[config.mk]
export PLATFORM = sky130hd
export DESIGN_NAME = red_pitaya_pid2_meas
export DESIGN_NICKNAME = d
export VERILOG_FILES = /design/src/rtl/red_pitaya_pid2_meas.sv
export SDC_FILE = /design/constraint.sdc
export NUM_CORES = 1
export LEC_CHECK = 0
export BUFFER_PORTS_ARGS = -buffer_cell sky130_fd_sc_hd__buf_2
export CAP_MARGIN = 10
export CELL_PAD_IN_SITES_DETAIL_PLACEMENT = 1
export CELL_PAD_IN_SITES_GLOBAL_PLACEMENT = 1
export CORE_MARGIN = 2
export CORE_UTILIZATION = 48
export DETAILED_ROUTE_END_ITERATION = 10
export GPL_TIMING_DRIVEN = 1
export HOLD_SLACK_MARGIN = 0.1
export PLACE_DENSITY = 0.81
export SETUP_SLACK_MARGIN = 0.1
export SYNTH_ARGS = -nofsm -noshare
export SYNTH_HDL_FRONTEND = slang
export SYNTH_SLANG_ARGS = --single-unit
[constraint.sdc]
create_clock -name clk_i -period 17.7 [get_ports clk_i]
set_input_delay 1.77 -clock clk_i [delete_from_list [all_inputs] [get_ports clk_i]]
set_output_delay 1.77 -clock clk_i [all_outputs]
set_load 0.005 [all_outputs]
[src/rtl/red_pitaya_pid2_meas.sv]
// Windowed measurement of PID output and P/I/D terms: mean, min and max over 2^E samples,
// published through a two-stage pipeline with hold/overrun handling for coherent software reads.
module red_pitaya_pid2_meas #(
  parameter int DW   = 14,
  parameter int SEQW = 16
) (
  input  logic                   clk_i,
  input  logic                   rst_i,
  input  logic signed [DW-1:0]   dat_i,
  input  logic signed [DW-1:0]   meas_p_i,
  input  logic signed [DW-1:0]   meas_i_i,
  input  logic signed [DW-1:0]   meas_d_i,
  input  logic                   en_i,
  input  logic                   clr_i,
  input  logic                   hold_i,
  input  logic [3:0]             set_win_i,
  output logic signed [DW-1:0]   avg_o,
  output logic signed [DW-1:0]   avg_p_o,
  output logic signed [DW-1:0]   avg_i_o,
  output logic signed [DW-1:0]   avg_d_o,
  output logic signed [DW-1:0]   min_o,
  output logic signed [DW-1:0]   max_o,
  output logic                   valid_o,
  output logic                   ovr_o,
  output logic [SEQW-1:0]        win_cnt_o,
  output logic                   state_o
);

  localparam int AW = DW + 15;

  typedef enum logic {IDLE = 1'b0, ACC = 1'b1} state_t;
  state_t state;

  logic signed [AW-1:0] acc_x, acc_p, acc_i, acc_d;
  logic signed [DW-1:0] trk_min, trk_max;
  logic [14:0]          cnt;
  logic                 in_win;
  logic [3:0]           e_r;

  logic                 s1_v;
  logic signed [AW-1:0] s1_x, s1_p, s1_i, s1_d;
  logic signed [DW-1:0] s1_min, s1_max;
  logic [3:0]           s1_e;

  logic [3:0]           e_cur;
  logic [15:0]          mask16;
  logic                 last;
  logic signed [AW-1:0] nxt_x, nxt_p, nxt_i, nxt_d;
  logic signed [DW-1:0] nxt_min, nxt_max;

  function automatic logic signed [AW-1:0] sext(input logic signed [DW-1:0] v);
    return {{15{v[DW-1]}}, v};
  endfunction

  function automatic logic signed [DW-1:0] mean(input logic signed [AW-1:0] s,
                                                input logic [3:0] e);
    logic signed [AW-1:0] t;
    t = s >>> e;
    return t[DW-1:0];
  endfunction

  // The window exponent is taken live from set_win_i only on a window's first sample.
  always_comb begin
    e_cur   = in_win ? e_r : set_win_i;
    mask16  = (16'd1 << e_cur) - 16'd1;
    last    = (cnt == mask16[14:0]);
    nxt_x   = (in_win ? acc_x : '0) + sext(dat_i);
    nxt_p   = (in_win ? acc_p : '0) + sext(meas_p_i);
    nxt_i   = (in_win ? acc_i : '0) + sext(meas_i_i);
    nxt_d   = (in_win ? acc_d : '0) + sext(meas_d_i);
    nxt_min = (!in_win || (dat_i < trk_min)) ? dat_i : trk_min;
    nxt_max = (!in_win || (dat_i > trk_max)) ? dat_i : trk_max;
  end

  assign state_o = state;

  // valid_o is a one-cycle strobe with no backpressure: results are sampled when it is high.
  always_ff @(posedge clk_i or posedge rst_i) begin
    if (rst_i) begin
      state     <= IDLE;
      acc_x     <= '0;  acc_p <= '0;  acc_i <= '0;  acc_d <= '0;
      trk_min   <= '0;  trk_max <= '0;
      cnt       <= '0;  in_win  <= 1'b0;  e_r <= '0;
      s1_v      <= 1'b0;
      s1_x      <= '0;  s1_p <= '0;  s1_i <= '0;  s1_d <= '0;
      s1_min    <= '0;  s1_max <= '0;  s1_e <= '0;
      avg_o     <= '0;  avg_p_o <= '0;  avg_i_o <= '0;  avg_d_o <= '0;
      min_o     <= '0;  max_o   <= '0;
      valid_o   <= 1'b0;
      ovr_o     <= 1'b0;
      win_cnt_o <= '0;
    end else begin
      valid_o <= 1'b0;
      s1_v    <= 1'b0;
      state   <= en_i ? ACC : IDLE;

      // Stage 2 runs independently of the accumulator, so enable/clear never abort it.
      if (s1_v) begin
        if (hold_i) begin
          ovr_o <= 1'b1;
        end else begin
          avg_o     <= mean(s1_x, s1_e);
          avg_p_o   <= mean(s1_p, s1_e);
          avg_i_o   <= mean(s1_i, s1_e);
          avg_d_o   <= mean(s1_d, s1_e);
          min_o     <= s1_min;
          max_o     <= s1_max;
          valid_o   <= 1'b1;
          win_cnt_o <= win_cnt_o + 1'b1;
        end
      end
      if (clr_i) ovr_o <= 1'b0;

      if (!en_i || clr_i || last) begin
        acc_x   <= '0;  acc_p <= '0;  acc_i <= '0;  acc_d <= '0;
        trk_min <= '0;  trk_max <= '0;
        cnt     <= '0;
        in_win  <= 1'b0;
        if (en_i && !clr_i) begin
          s1_v   <= 1'b1;
          s1_x   <= nxt_x;  s1_p <= nxt_p;  s1_i <= nxt_i;  s1_d <= nxt_d;
          s1_min <= nxt_min;
          s1_max <= nxt_max;
          s1_e   <= e_cur;
        end
      end else begin
        acc_x   <= nxt_x;  acc_p <= nxt_p;  acc_i <= nxt_i;  acc_d <= nxt_d;
        trk_min <= nxt_min;
        trk_max <= nxt_max;
        cnt     <= cnt + 15'd1;
        in_win  <= 1'b1;
        e_r     <= e_cur;
      end
    end
  end

endmodule

==> impl_results.md <==
- Largest net degree at the start of global routing: 138
- PortBufs: 167
- Final setup margin: 11.63 ns
- Nets: 3225
- Max incr delay on CP: 0.86 ns
- Drt pass-1 iters: 5
- Initial Utilization: 48.4%
- Register area: 10400 um2
- H-Tree Depth: 2
- # setup viols final: 0
- HPWL after DPL: 53.6 mm
- Run status: completed
- Slew @ Worst Pin: 1.16 ns
- Flop pwr share: 44.5%
- RSZ-0062 raised after global routing: false
- GP Congestion: 0.881
- Post-CTS Hold Fix Bufs: 0
- FMAX: 165 MHz
- Avg Vias per Cell: 5.84
- DRC viols: 0
- WP buf/inv: 3
- Vias in the first global route: 23000
- WP data arrival: 6.48 ns
- Core area: 53700 um2
- CP max-delay cell: buf_4
- Post-CTS Setup Bufs: 0
- Startpoint types: input port
- Root buf cell: clkbuf_16
- Cts repair resizes: 0
- Global-route wire length before repair: 124 mm
- WL final: 75.5 mm
- Rows: 85
- Setup TNS: 0 ns
- Crit Path Category: in -> reg
- Internal Pwr Total: 1.64 mW
- Max Slew Vio Count: 0
- Hold Fails Final Rpt: 0
- Worst-path cell chain: buf_2 > mux2i_4 > o21ai_0 > or2_2 > ha_1 > inv_1 > a2111oi_1 > a31o_1 > or3_4 > a221oi_4 > nand3_2 > nand2_4 > buf_4 > o21ai_0
- CTS tree: built
- Switching power: 561 uW
- Final Cycle Share: 34.3%
- FF-to-FF path depth: 13
- Crit-path max FO: 94
- Most frequent CP cell: o21ai_0
- Clock power frac: 45.9%
- Gr ovfl total: 0
- Critical path depth in cells: 14
- Clk sinks: 416
- Avg Inst Size Synth: 8.83 um2
- Power Dens Cells: 76.7 nW/um2
- Maximum vdd drop: 67.7 uV
- Most common cell after layout, fill and taps aside: nand2_1
- Final worst path period need: 6.07 ns
- Fillcell total: 6252
- Worst setup EP type: flip-flop
- Clk pin slew, worst setup/hold paths: 0.06 ns
- Cells after Synth: 2946
- P&R area growth vs syn: 10.3%
- Data required, critical path: 18.11 ns
- Post-synthesis sequential area ratio: 40.0%
- Die footprint: 56100 um2
- Die W: 237 um
- Post-synthesis async set-or-reset flop share: 100%
- Area of the multi-input gates: 14500 um2
- Max-cap viol count: 0
- IO Count: 168
- HP Class: reg -> reg
- WL/cell: 20.2 um
- Setup Slack @ Placement: 11.17 ns
- #FFs+latches synth: 416
- Mapped cell area: 26000 um2
- Leak pwr: 13.8 nW
- Tot GR Track Use: 27.2%
- Commonest non-fill, non-tap cells in the layout: 475 x nand2_1, 411 x dfrtp_1, 280 x nor2_1
- Rel. slew slack: 22.7%
- Initial antenna violation count: 3
- Crit-path leading delay family: simple AND/OR/NAND/NOR gates
- Total CTS buffers: 49
- Clk_lat worst skew: 0.59 ns
- Post-synth top flop: dfrtp_1
- Initial drt markers: 1488
- WHS Path Cells: 2
- Post-Syn Nets: 3157
- Share of cells above drive strength 1: 11.3%
- Post-synth cell types: 90
- Via count: 21800
- Yosys warns: 0
- Clk_skew: 0.0214 ns
- Number of synthesized flops with an enable pin: 0
- Antenna viol nets, final: 0
- Sw frac: 25.5%
- Comb pwr share: 9.6%
- Die Y: 237 um
- Clock Path Buffers: 3
-- registers in the layout, indices dropped and copies added (netlist names), 29 cells and up --
register  cells
acc_d        29
s1_i         29
s1_x         29
acc_x        29
s1_d         29
acc_p        29
s1_p         29
acc_i        29
-- synth_stat cells (all sizes together), types with 7 or more instances --
cell / number / area, um2
and3: 18 / 113
mux4: 19 / 428
and2: 115 / 719
a31oi: 16 / 100
nand2b: 27 / 169
o31ai: 12 / 90.1
o21ai: 269 / 1350
a211o: 8 / 70.1
nand4: 23 / 150
or3: 11 / 73.8
nor3: 14 / 75.1
xnor2: 80 / 701
a211oi: 32 / 240
mux2: 22 / 251
inv: 90 / 338
nand2: 476 / 1790
o21a: 10 / 75.1
a21oi: 184 / 928
o211ai: 44 / 330
ha: 142 / 1780
o21bai: 20 / 150
a311oi: 8 / 70.1
xor2: 54 / 473
clkbuf: 104 / 392
buf: 64 / 412
nor2b: 16 / 100
a31o: 9 / 78.8
o31a: 7 / 61.3
a21o: 65 / 488
dfrtp: 416 / 10400
nand3: 67 / 340
nor2: 281 / 1060
mux2i: 134 / 1360
-- metrics by stage --
step                      cells  total power [mW]  utilization [%]  hold WS [ns]  instance area [um2]
after global placement     3659              1.20             50.5         0.453                27100
after floorplan            2946              1.14                -         0.438                26000
final                      3744              2.20             53.4         0.463                28700
after global routing       3744              2.28             53.4         0.495                28700
after CTS                  3743              2.22             53.4         0.462                28700
after detailed placement   3659              1.21             50.5         0.460                27100
-- path summary, 6_finish.rpt --
| path | to | start | slack (ns) |
|---|---|---|---|
| max in group asynchronous | s1_e[0] | rst_i | 12.98 |
| min | min_o[3] | s1_min[3] | 0.46 |
| max reg2reg | e_r[1] | in_win | 11.85 |
| min in group asynchronous | win_cnt_o[2] | rst_i | 1.37 |
| max | e_r[1] | set_win_i[3] | 11.63 |
| min reg2reg | min_o[3] | s1_min[3] | 0.46 |
-- area by class of cell --
type | instances | area share [%]
well taps | 696 | 3.04
multi-input cells | 2272 | 50.5
repair buffers | 185 | 3.39
inverters | 90 | 1.20
flip-flops and latches | 416 | 36.4
clock inverters | 14 | 0.515
diodes | 1 | 0.00873
clock buffers | 70 | 4.97
-- layer usage --
metal / part of all wire [%] / up-vias / global-route usage [%]
li1: - / 10400 / -
met3: 4.4 / 96 / 3.47
met5: 0.017 / - / 0
met1: 46 / 11000 / 37.9
met4: 1.9 / 2 / 6.27
met2: 48 / 404 / 45.2
-- power by group through the flow --
stage | clock network [mW] | registers [mW] | logic [mW]
after global placement | 0 | 0.996 | 0.200
after CTS | 1.03 | 0.980 | 0.213
final | 1.01 | 0.980 | 0.211
after detailed placement | 0 | 0.997 | 0.210
after floorplan | 0 | 0.990 | 0.150
after global routing | 1.06 | 0.982 | 0.235
-- cell families after synthesis --
group / count (synthesis) / synth area share [%]
buffers and inverters: 258 / 4.39
AND/OR/NAND/NOR: 1082 / 18.8
flip-flops: 416 / 40.0
AO/OA/AOI/OAI: 735 / 17.3
adder cells (fa/ha/maj): 146 / 7.14
multiplexers: 175 / 7.85
XOR/XNOR: 134 / 4.51
-- tightest hold or removal path, stage by stage, from the launching register on --
cell and delay, ns:
dfrtp_1 0.34, nand2_1 0.06, nand2_1 0.05
Power figures use the tool's default switching activity.
